## src/rtl/regfile_pkg.sv

```systemverilog
`default_nettype none
// ============================================================================
// Module      : regfile_pkg
// Description : Shared types and default sizing for the scrubbing register
//               file (controller state encoding, default WIDTH/DEPTH/NRD).
// Revision    : 1.0 - initial release
// ============================================================================
package regfile_pkg;

  // Controller state: normal operation or array-wide clear in progress
  typedef enum logic [0:0] {
    IDLE  = 1'b0,
    SCRUB = 1'b1
  } state_t;

  localparam int c_def_width = 32;
  localparam int c_def_depth = 32;
  localparam int c_def_nrd   = 2;

endpackage : regfile_pkg
`default_nettype wire

```

## src/rtl/regfile_rdport.sv

```systemverilog
`default_nettype none
// ============================================================================
// Module      : regfile_rdport
// Description : One combinational read port of the register file. Selects an
//               entry from the flattened array, forces zero while the array
//               is being scrubbed and, when REGFILE_BYPASS_EN is defined,
//               forwards same-cycle write data to a matching address.
// Macro       : REGFILE_BYPASS_EN (optional write-to-read bypass)
// Revision    : 1.0 - initial release
// ============================================================================
module regfile_rdport
  import regfile_pkg::*;
#(
  parameter int WIDTH = c_def_width,
  parameter int DEPTH = c_def_depth
) (
  input  logic [$clog2(DEPTH)-1:0] i_addr,
  input  logic [DEPTH*WIDTH-1:0]   i_mem,
  input  logic                     i_busy,
`ifdef REGFILE_BYPASS_EN
  input  logic                     i_wr_en,
  input  logic [$clog2(DEPTH)-1:0] i_wr_addr,
  input  logic [WIDTH-1:0]         i_wr_data,
`endif
  output logic [WIDTH-1:0]         o_data
);

  // Address mux; slot 0 of the flattened array is tied to zero by the top
  always_comb begin
    o_data = i_mem[i_addr*WIDTH +: WIDTH];
`ifdef REGFILE_BYPASS_EN
    // i_wr_en already excludes address 0 and the scrub window
    if (i_wr_en && (i_wr_addr == i_addr)) begin
      o_data = i_wr_data;
    end
`endif
    if (i_busy) begin
      o_data = '0;
    end
  end

endmodule : regfile_rdport
`default_nettype wire

```

## src/rtl/regfile_scrub.sv

```systemverilog
`default_nettype none
// ============================================================================
// Module      : regfile_scrub
// Description : Multi-read-port register file with a hardwired-zero entry 0
//               and a background scrub controller that clears entries
//               1..DEPTH-1, one per cycle, after reset or on a Clr request.
//               Writes arriving during a scrub are dropped and flagged.
// Macro       : REGFILE_BYPASS_EN (read ports forward same-cycle write data)
// Revision    : 1.0 - initial release
// ============================================================================
module regfile_scrub
  import regfile_pkg::*;
#(
  parameter int WIDTH = c_def_width,
  parameter int DEPTH = c_def_depth,
  parameter int NRD   = c_def_nrd
) (
  input  logic                         clk,
  input  logic                         reset,
  input  logic                         Clr,
  input  logic                         RegWr,
  input  logic [$clog2(DEPTH)-1:0]     WrReg,
  input  logic [WIDTH-1:0]             WrData,
  input  logic [NRD*$clog2(DEPTH)-1:0] RdReg,
  output logic [NRD*WIDTH-1:0]         RdData,
  output logic                         Busy,
  output logic                         WrErr
);

  localparam int AW = $clog2(DEPTH);
  localparam logic [AW-1:0] c_first = AW'(1);
  localparam logic [AW-1:0] c_last  = AW'(DEPTH - 1);

  state_t              r_state;
  state_t              w_state_nxt;
  logic [AW-1:0]       r_cnt;
  logic [AW-1:0]       w_cnt_nxt;
  logic                r_wrerr;
  logic                w_wrerr_nxt;
  logic                w_busy;
  logic                w_wr_en;
  logic [WIDTH-1:0]    r_mem [1:DEPTH-1];
  logic [DEPTH*WIDTH-1:0] w_mem_flat;

  assign w_busy  = (r_state == SCRUB);
  assign w_wr_en = !w_busy && RegWr && (WrReg != '0);
  assign Busy    = w_busy;
  assign WrErr   = r_wrerr;

  // Controller state, scrub pointer and dropped-write flag
  always_ff @(posedge clk) begin
    if (reset) begin
      r_state <= SCRUB;
      r_cnt   <= c_first;
      r_wrerr <= 1'b0;
    end else begin
      r_state <= w_state_nxt;
      r_cnt   <= w_cnt_nxt;
      r_wrerr <= w_wrerr_nxt;
    end
  end

  // Next-state logic; the pointer parks on the last entry instead of wrapping
  always_comb begin
    w_state_nxt = r_state;
    w_cnt_nxt   = r_cnt;
    w_wrerr_nxt = 1'b0;
    unique case (r_state)
      IDLE: begin
        if (Clr) begin
          w_state_nxt = SCRUB;
          w_cnt_nxt   = c_first;
        end
      end
      SCRUB: begin
        w_wrerr_nxt = RegWr && (WrReg != '0);
        if (r_cnt == c_last) begin
          w_state_nxt = IDLE;
        end else begin
          w_cnt_nxt = r_cnt + AW'(1);
        end
      end
      default: w_state_nxt = IDLE;
    endcase
  end

  // Storage update: scrub clears one entry per cycle, otherwise user writes
  always_ff @(posedge clk) begin
    if (!reset) begin
      if (w_busy) begin
        r_mem[r_cnt] <= '0;
      end else if (w_wr_en) begin
        r_mem[WrReg] <= WrData;
      end
    end
  end

  // Flatten the array for the read ports; entry 0 is a constant zero
  for (genvar i = 0; i < DEPTH; i++) begin : g_flat
    if (i == 0) begin : g_zero
      assign w_mem_flat[i*WIDTH +: WIDTH] = '0;
    end else begin : g_entry
      assign w_mem_flat[i*WIDTH +: WIDTH] = r_mem[i];
    end
  end

  for (genvar k = 0; k < NRD; k++) begin : g_rd
    regfile_rdport #(
      .WIDTH (WIDTH),
      .DEPTH (DEPTH)
    ) u_rdport (
      .i_addr    (RdReg[k*AW +: AW]),
      .i_mem     (w_mem_flat),
      .i_busy    (w_busy),
`ifdef REGFILE_BYPASS_EN
      .i_wr_en   (w_wr_en),
      .i_wr_addr (WrReg),
      .i_wr_data (WrData),
`endif
      .o_data    (RdData[k*WIDTH +: WIDTH])
    );
  end

endmodule : regfile_scrub
`default_nettype wire

```

## config.mk

```make
export PLATFORM = sky130hd
export DESIGN_NAME = regfile_scrub
export DESIGN_NICKNAME = d
export VERILOG_FILES = /design/src/rtl/regfile_pkg.sv /design/src/rtl/regfile_rdport.sv /design/src/rtl/regfile_scrub.sv
export SDC_FILE = /design/constraint.sdc
export NUM_CORES = 1
export LEC_CHECK = 0
export ABC_AREA = 0
export CORE_MARGIN = 3
export CORE_UTILIZATION = 62
export CTS_BUF_LIST = sky130_fd_sc_hd__clkbuf_8 sky130_fd_sc_hd__clkbuf_16
export DETAILED_ROUTE_END_ITERATION = 16
export PLACE_DENSITY_LB_ADDON = 0.2
export SYNTH_ARGS = -nofsm -noshare
export SYNTH_HDL_FRONTEND = slang
export SYNTH_SLANG_ARGS = --single-unit
```

## constraint.sdc

```tcl
create_clock -name clk -period 5.9 [get_ports clk]
set_clock_uncertainty 0.1 [all_clocks]
set_input_delay 1.18 -clock clk [delete_from_list [all_inputs] [get_ports clk]]
set_output_delay 1.18 -clock clk [all_outputs]
set_load 0.05 [all_outputs]
```

# After elaboration in Yosys (flattened, before gate mapping)
# Memories as Yosys holds them, arrays and structs flattened.
# Index checks and enable logic that the tools add are counted.
totals:
  wordCells: 37
  mem_count: 1
  ram_bits: 992
  out_inout_bits: 66
  ff_bits: 7
memory_table:
  columns: ["name", "words", "word_bits", "rd", "rd_clocked_by_memory_dff", "write_ports", "line", "text"]
  rows:
  - ["r_mem", 31, 32, 31, 0, 1, "regfile_scrub.sv:42", "logic [WIDTH-1:0] r_mem [1:DEPTH-1];"]
op_classes:
  n_eq_ne: 3
  shift: 2
  bitwise: 1
  mux: 18
  addsub: 1
  reduce_logical: 8
op_table:
  columns: ["cell", "n"]
  rows:
  - ["1024-bit by 11-bit variable part select with 32-bit output", 2]
  - ["32-bit two-way mux", 3]
  - ["32-bit OR reduction", 1]
  - ["5-bit two-way mux", 3]
  - ["1-bit two-way mux", 10]
  - ["5-bit one-hot mux with 2 select lines", 1]
  - ["5-bit by 1-bit adder with 5-bit output, second input constant", 1]
  - ["5-bit equality test, second input constant", 1]
  - ["5-bit nonzero test", 1]
  - ["2-bit != test, second input constant", 2]
  - ["1-bit logical AND", 3]
  - ["1-bit one-hot mux with 2 select lines", 1]
  - ["2-bit AND reduction", 1]
  - ["2-bit OR reduction", 1]
  - ["1-bit zero test", 1]
  - ["1-bit NOT", 1]

# Depth between registers and ports, before layout
logic_depth:
  ltp_word: 9
  depth_mapped: 8
  mapped_depth_nobuf: 8

# Cells and area by module
# A second synthesis with hierarchy kept.
hier_totals:
  cells_unflattened: 2441
  hier_area_um2: 47885.9
modules_own_cells:
  columns: ["module", "area_per_inst_um2", "seq_area_each_um2", "cells_each", "instances"]
  rows:
  - ["regfile_scrub", 31350.1, 29928.7, 1185, 1]
  - ["regfile_rdport", 8267.9, 0.0, 628, 2]

# Worst setup path after synthesis
# OpenSTA, ideal clock, no wires.
synth_timing:
  kind: "input -> output"
  startpoint: "input RdReg[1]"
  endpoint: "output RdData[31]"
  path_stages: 7
  t_arrival_ns: 4.526
  required_time_ns: 4.620
  setup_slack_ns: 0.094
  path_buffers: 4
  cell_sequence: "buf_4 -> buf_6 -> buf_4 -> buf_4 -> nor3_1 -> a211oi_1 -> a2111oi_0"
synth_between:
  elab_chain_cells: 2
synth_rtl:
  columns: ["element", "line", "text"]
  rows:
  - ["start: declaration", "regfile_scrub.sv:24", "input logic [NRD*$clog2(DEPTH)-1:0] RdReg,"]
  - ["1024-bit by 11-bit variable part select with 32-bit output", "regfile_rdport.sv:30", "o_data = i_mem[i_addr*WIDTH +: WIDTH];"]
  - ["32-bit two-way mux", "regfile_rdport.sv:37", "if (i_busy) begin"]
  - ["end: declaration", "regfile_scrub.sv:25", "output logic [NRD*WIDTH-1:0] RdData,"]
# Every way passes these cells.

# Worst setup path after layout
layout_timing:
  startpoint: "input RdReg[1]"
  endpoint: "output RdData[2]"
# The elaborated chain is that of the path after synthesis.

==> out/results.ini <==
[logic_synthesis]
yosysMostFrequentCell = edfxtp_1
ys_types = 49
synth_edf_count = 992
synth_commonest_cells = edfxtp_1, mux2i_1, mux4_2
yosys.area.top_type = edfxtp_1
synth-seq-cells = 999
ys.flop_type = edfxtp_1
yosysWarnings = 0
synth_top_area_share_pct = 62.62
seq_area_frac_synth_pct = 62.91
synth_cells = 2715
synthArstFlopShare_pct = 0
synthTopCellsByArea = edfxtp_1, mux4_2, mux2i_1
synthesis.nets = 2768
syn_area_um2 = 47570
syn_avg_cell_area_um2 = 17.52

[clocking]
numCtsBuffers = 100
clk_latency_ns = 0.66
cts.repair.resized = 0
cts_tree = done
clock_sinks = 999
htreeDepth = 3
cts_setup_buffers = 0
clkTransAtPathRegs_ns = 0.06
ctsRootBufferMaster = clkbuf_16
cts-root-to-sink-buffers = 3
ctsHoldBuffers = 0

[placement]
post-dp-hpwl_mm = 86.48
place.gp.congestion = 0.8720
pre_cts_slack_ns = 0.6073
io_buffer_count = 116

[grt]
grt_pass1_vias = 30590
gr-total-overflow = 0
grt_pass1_wl_mm = 211.5
track_usage_pct = 36.44
antenna_found_initial = 2
grt_start_max_net_pins = 82

[critical_path]
crit_type = in -> out
arrival_ns = 4.14
path_cells = buf_8 -> buf_4 -> mux2i_1 -> a221oi_1 -> o21ai_0 -> a221oi_1 -> buf_12
worst-path-buf-inv = 3
worstPathRequired_ns = 4.62
crit_path_top_delay_cell = a221oi_1
cp_top_family = compound AO/OA/AOI/OAI gates
path_common_cell = a221oi_1
start_kind = primary input
cp-end-kind = output port
worst_path_largest_cell_delay_ns = 1.15
critPathMaxFanout = 48

[power]
pwr_density_cell_nw_per_um2 = 279.1
leakagePower_uw = 0.01662
vdd_ir_drop_max_mv = 0.2063

[timing]
worst-slew-pin-transition_ns = 1.174
holdWs_ns = 0.5237
timing.final.crit_share_pct = 91.87
grt_setup_unrepaired = false
setup_violations = 0
drv_slew = 0
hold_viol_final = 0
finalCriticalPeriod_ns = 5.421
setup_tns_ns = 0
maxSlewHeadroom_pct = 21.73
worst_slack_ns = 0.4794
timing.fmax_ghz = 0.1845

[routing]
vias = 30180
drt_wl_total_mm = 146.1
drt_iter0_markers = 4792
ant_nets = 0
routedWlPerCell_um = 37.08
drt-pass1-iter-count = 6
remaining_drc_errors = 0
avgViaCountPerCell = 7.661

[final_layout]
syn_to_final_growth_pct = 14.01
drive_gt1_share_pct = 27.58
nets = 2887
finish.utilization_pct = 72.13

[die]
die-area_um2 = 80090
core_area_um2 = 75200
die_x_um = 283.0
pin_count = 117
die_h_um = 283.0
start_util_pct = 63.26
rows = 100

[job]
drv_cap = 0

[hold_path]
min_path_type = reg -> reg

[outcome]
status = completed

==> cell type report <==
| type | count | area (µm²) |
|---|---|---|
| inverters | 5 | 18.77 |
| clock buffers | 103 | 2577 |
| fillers | 4447 | 20960 |
| repair buffers | 250 | 3112 |
| clock inverters | 84 | 638.1 |
| flip-flops and latches | 999 | 29930 |
| well taps | 1020 | 1276 |
| multi-input cells | 1478 | 16680 |
| diodes | 1 | 2.502 |
==> routing by layer <==
metal	wire length [µm]	GRT usage, %
met3	21910	10.02
met1	49420	49.40
met4	7536	17.26
met2	67240	55.61
met5	0	0
==> final timing paths <==
| path | slack [ns] | endpoint | start | depth (start not counted) |
|---|---|---|---|---|
| max reg2reg | 2.19 | r_mem[2][11]$_DFFE_PP_ | Busy$_SDFF_PP1_ | 7 |
| max | 0.48 | RdData[2] | RdReg[1] | 7 |
| min | 0.52 | r_cnt[2]$_SDFFE_PP0P_ | r_cnt[2]$_SDFFE_PP0P_ | 2 |
| min reg2reg | 0.52 | r_cnt[2]$_SDFFE_PP0P_ | r_cnt[2]$_SDFFE_PP0P_ | 2 |
==> where the power goes <==
group          switching, µW  total, µW  internal, µW
registers               28.3       7780          7750
logic                    653       1090           436
clock network           2710       6270          3550
total                   3400      15100         11700
==> through the flow <==
stage / instances / power (µW) / instance area (µm²)
6_report: 3940 / 15140 / 54240
5_1_grt: 3939 / 15470 / 54240
4_1_cts: 3939 / 15100 / 54240
3_5_place_dp: 3752 / 8984 / 51020
3_3_place_gp: 3752 / 8961 / 51020
2_1_floorplan: 2715 / 8633 / 47570
==> worst min-delay path, delay by kind of cell (launching register included) <==
| kind | cells | cell delay [ns] |
|---|---|---|
| flops | 1 | 0.37 |
| compound gates | 2 | 0.20 |
==> registers in the layout, summed over array words and instances, names as in the netlist <==
name and cells:
r_cnt 5, r_mem 992, WrErr 1, Busy 1
==> cells in the final DEF, fill, tap and decap left out, types with 42 or more instances in the layout <==
cell,count
edfxtp_1,992
mux4_2,324
mux2i_1,324
buf_4,113
clkbuf_16,103
a21oi_1,91
buf_12,88
a221oi_1,82
mux2_2,66
nor2b_1,64
o221ai_1,58
nand2b_1,46
nand2_1,45
clkdlybuf4s50_1,42
==> cells by family after synthesis <==
group / Yosys count / synth area share (%)
compound gates: 428 / 6.849
fa+ha+maj: 2 / 0.05259
buf+inv: 238 / 2.764
flops: 999 / 62.91
mux: 714 / 23.72
simple gates: 334 / 3.706
Note: power is estimated with default switching activity, not from simulation.
